## config.mk

```make
export PLATFORM = sky130hd
export DESIGN_NAME = regfile_sb
export DESIGN_NICKNAME = d
export VERILOG_FILES = /design/src/rtl/regfile_sb.sv
export SDC_FILE = /design/constraint.sdc
export NUM_CORES = 2
export LEC_CHECK = 0
export ABC_AREA = 1
export CAP_MARGIN = 20
export CORE_MARGIN = 2
export CORE_UTILIZATION = 47
export DETAILED_ROUTE_END_ITERATION = 7
export SYNTH_ARGS = -nofsm -noshare
export SYNTH_HDL_FRONTEND = slang
export SYNTH_SLANG_ARGS = --single-unit
```

## constraint.sdc

```tcl
create_clock -name clk -period 11.7 [get_ports clk]
set_input_delay 3.51 -clock clk [delete_from_list [all_inputs] [get_ports clk]]
set_output_delay 3.51 -clock clk [all_outputs]
set_load 0.03 [all_outputs]
```

## src/rtl/regfile_sb.sv

```systemverilog
// Parametrised integer register file with hardwired-zero x0, N read ports and a pending-write scoreboard.
// Optional same-cycle write-to-read forwarding is enabled by defining REGFILE_BYPASS_EN.
module regfile_sb #(
  parameter int XLEN     = 32,
  parameter int NUM_REGS = 32,
  parameter int NUM_RD   = 2,
  localparam int AW      = $clog2(NUM_REGS)
) (
  input  logic                   clk,
  input  logic                   rst_n,
  input  logic                   wr_en,
  input  logic [AW-1:0]          wr_addr,
  input  logic [XLEN-1:0]        wr_data,
  input  logic                   rsv_en,
  input  logic [AW-1:0]          rsv_addr,
  input  logic [NUM_RD*AW-1:0]   rd_addr,
  output logic [NUM_RD*XLEN-1:0] rd_data,
  output logic [NUM_RD-1:0]      rd_busy,
  output logic [NUM_REGS-1:0]    busy_vec
);

  logic [XLEN-1:0]     regs [1:NUM_REGS-1];
  logic [NUM_REGS-1:0] busy;
  logic [AW-1:0]       rd_idx [NUM_RD];

  always_ff @(posedge clk) begin
    if (!rst_n) begin
      for (int i = 1; i < NUM_REGS; i++) begin
        regs[i] <= '0;
      end
      busy <= '0;
    end else begin
      busy[0] <= 1'b0;
      for (int i = 1; i < NUM_REGS; i++) begin
        if (wr_en && wr_addr == AW'(i)) begin
          regs[i] <= wr_data;
        end
        // A reservation landing on the register being written back wins: the new producer is still in flight.
        if (rsv_en && rsv_addr == AW'(i)) begin
          busy[i] <= 1'b1;
        end else if (wr_en && wr_addr == AW'(i)) begin
          busy[i] <= 1'b0;
        end
      end
    end
  end

  always_comb begin
    for (int k = 0; k < NUM_RD; k++) begin
      rd_idx[k] = rd_addr[k*AW +: AW];
    end
  end

  always_comb begin
    rd_data = '0;
    rd_busy = '0;
    for (int k = 0; k < NUM_RD; k++) begin
      for (int i = 1; i < NUM_REGS; i++) begin
        if (rd_idx[k] == AW'(i)) begin
          rd_data[k*XLEN +: XLEN] = regs[i];
        end
      end
      rd_busy[k] = busy[rd_idx[k]];
`ifdef REGFILE_BYPASS_EN
      if (wr_en && wr_addr != '0 && rd_idx[k] == wr_addr) begin
        rd_data[k*XLEN +: XLEN] = wr_data;
        if (!(rsv_en && rsv_addr == wr_addr)) begin
          rd_busy[k] = 1'b0;
        end
      end
`endif
    end
  end

  assign busy_vec = busy;

endmodule
```

==> impl_metrics.ini <==
[grt]
grt.overflow.total = 0
grt_max_degree = 70
grt_pass1_vias = 43275
grt_pass1_wl_um = 267000
grt_use_total = 0.311
antenna_found_initial = 1

[cts]
cts_tree = yes
clockBufferDepth = 3
cts_resized = 0
post_cts_buffers = 0
numCtsBuffers = 114
htreeDepth = 3
cts-root-buf = clkbuf_16
hold_buffers = 0
cts.sinks = 1023
clkTransAtPathRegs_ps = 60
worst_skew_pair.late_latency_ps = 710

[synth]
ys_ff_latch = 1023
syn_area_per_cell_um2 = 8.32
ys.flop_type = edfxtp_1
synth_warnings = 0
syn_inst = 6302
synth_top_area_frac = 0.568
synth.area.top_cells = edfxtp_1 (57%), nor2_1 (13%), nand2_1 (11%)
synth_edf_count = 992
yosys.area.top_type = edfxtp_1
synth_area_um2 = 52500
syn_nets = 6358
postSynth.asyncResetShare = 0
yosysSeqAreaShare = 0.580
yosysUniqueCellTypes = 35

[power_and_ir_drop]
peakVddDrop_v = 0.000121
pwr_density_cell_nw_per_um2 = 147
internal-power_w = 0.00657
power_switching_w = 0.00233
p_sw_frac = 0.261
leakage_nw = 23.6
seqPwrFrac = 0.485
power_frac_comb = 0.106
clkPwrFrac = 0.409

[floorplan]
fp.coreArea_um2 = 111000
fp-row-count = 122
die_x_um = 338
start_util = 0.474
die_y_um = 338
die-area_um2 = 114000
ios = 154

[cells_and_area]
final_net_count = 6434
stdcell_area_um2 = 60400
fill_cells = 9937
area_growth_pct = 15.1
drive_gt1_frac = 0.0912

[timing]
worst_slew_pin_slew_ps = 1180
setup_violations = 0
fmax_mhz = 89.3
hold_violations = 0
fin_setup_tns_ps = 0
relSlewSlack = 0.209
post-route-period-util = 0.957
slew_viol_final = 0
rsz0062_at_grt = false
finalCriticalPeriod_ps = 11200
clock_skew_ps = 0

[placement]
place_hpwl_um = 126000
port_buffers = 152
place.gp.congestion = 0.932
post_dp_cell_area_um2 = 56400

[drt]
vias_per_cell = 5.69
ant_nets = 0
drc = 0
drtIter0Drc = 4677
routedWlPerCell_um = 22.3
drt_wl_total_um = 178000
drt_pass1_iterations = 6
via_count = 45298

[critical_path]
required_ps = 8190
path_class = in -> out
end_kind = primary output
critical_path_arrival_ps = 7690
cp-start-kind = primary input
crit_fanout = 23

[job]
maxCapViolations = 0

[worst_hold_path]
holdCritPathClass = reg -> reg

[outcome]
outcome = finished, final reports clean
## critical path: stages
cell	delay, ps
clkdlybuf4s50_1	730
inv_1	120
nor2_2	120
inv_1	80
buf_4	210
nor3_2	680
buf_4	440
nand2_1	90
nand4_1	130
nor2_1	60
nand4_1	90
nand2_1	100
nand3_1	90
nand2_1	50
nand4_1	110
nand2_1	80
nand4_1	70
nor2_1	60
nand4_1	70
nand2_1	60
nand2_1	60
clkdlybuf4s50_1	660
## cells in the final DEF, fill, tap and decap left out, types with 4 or more instances in the layout
master	count
nor2_1	1772
nand2_1	1592
edfxtp_1	992
nand4_1	532
inv_1	485
buf_4	254
nand3_1	146
clkbuf_16	118
clkdlybuf4s50_1	102
or2_2	74
a21oi_1	54
clkinv_1	41
o21ai_0	41
o22ai_1	39
dfxtp_1	31
o21ai_4	28
clkinv_2	23
clkbuf_1	19
nor2_2	12
nor3_2	12
buf_12	12
bufinv_16	11
buf_16	11
o2111ai_1	10
nor3_1	10
nand3_2	7
inv_2	6
o221ai_1	6
nor2_4	4
a22oi_1	4
clkinv_8	4
## synth_stat cells (15+ instances only)
library cell  instances
nand3_1             150
nor2_1             1782
clkbuf_1            365
nand4_1             532
o22ai_1              39
dfxtp_1              31
edfxtp_1            992
nor3_1               22
buf_1                15
inv_1               486
buf_2                37
a21oi_1              54
o21ai_0              69
or2_2                74
nand2_1            1592
## routing by layer
metal | track usage | up-vias | wire (µm)
met5 | 0 | - | 15
met4 | 0.120 | 2 | 6900
met3 | 0.0369 | 319 | 14000
li1 | - | 20850 | -
met1 | 0.426 | 21971 | 72800
met2 | 0.508 | 2156 | 84000
## sequential cells by signal, summed over array words and instances, names as in the netlist
signal / count
regs: 992
busy_vec: 31
## cells by family after synthesis
family	after synthesis	share of synthesized area
compound gates	186	0.0203
flops	1023	0.580
simple gates	4170	0.333
other cells	1	0.0000715
buf+inv	922	0.0670
## cell type report
class / instances / area [µm²] / share of cell area
Antenna cell: 1 / 2.50 / 0.0000414
Inverter: 503 / 1890 / 0.0313
Clock buffer: 139 / 3040 / 0.0504
Timing Repair Buffer: 379 / 3470 / 0.0575
Tap cell: 1488 / 1860 / 0.0308
Sequential cell: 1023 / 30400 / 0.504
Multi-Input combinational cell: 4357 / 19000 / 0.314
Clock inverter: 76 / 721 / 0.0119
## stage by stage
stage / utilization / hold slack [ps] / setup slack, ps / power [W] / instances
3_3_place_gp: 0.509 / 501 / 561 / 0.00530 / 7739
6_report: 0.546 / 519 / 499 / 0.00890 / 7966
2_1_floorplan: - / 605 / 2530 / 0.00488 / 6302
3_5_place_dp: 0.510 / 508 / 558 / 0.00532 / 7744
5_1_grt: 0.546 / 547 / 235 / 0.00916 / 7965
4_1_cts: 0.544 / 515 / 534 / 0.00892 / 7959
## worst paths after layout
check | from | depth (start not counted) | slack [ps] | end
setup / recovery | rd_addr[5] | 22 | 500 | rd_data[58]
hold / removal | busy_vec[4]$_SDFFE_PN0P_ | 2 | 520 | busy_vec[4]$_SDFFE_PN0P_
setup reg to reg | busy_vec[27]$_SDFFE_PN0P_ | 2 | 10980 | busy_vec[27]$_SDFFE_PN0P_
hold reg to reg | busy_vec[4]$_SDFFE_PN0P_ | 2 | 520 | busy_vec[4]$_SDFFE_PN0P_
## power by group through the flow
stage	logic, W	registers, W	clock network [W]
final	0.000941	0.00432	0.00364
after global routing	0.00101	0.00434	0.00381
after CTS	0.000934	0.00431	0.00367
after detailed placement	0.000932	0.00439	0
after global placement	0.000919	0.00438	0
after floorplan	0.000504	0.00437	0
Note: power is estimated with default switching activity, not from simulation.
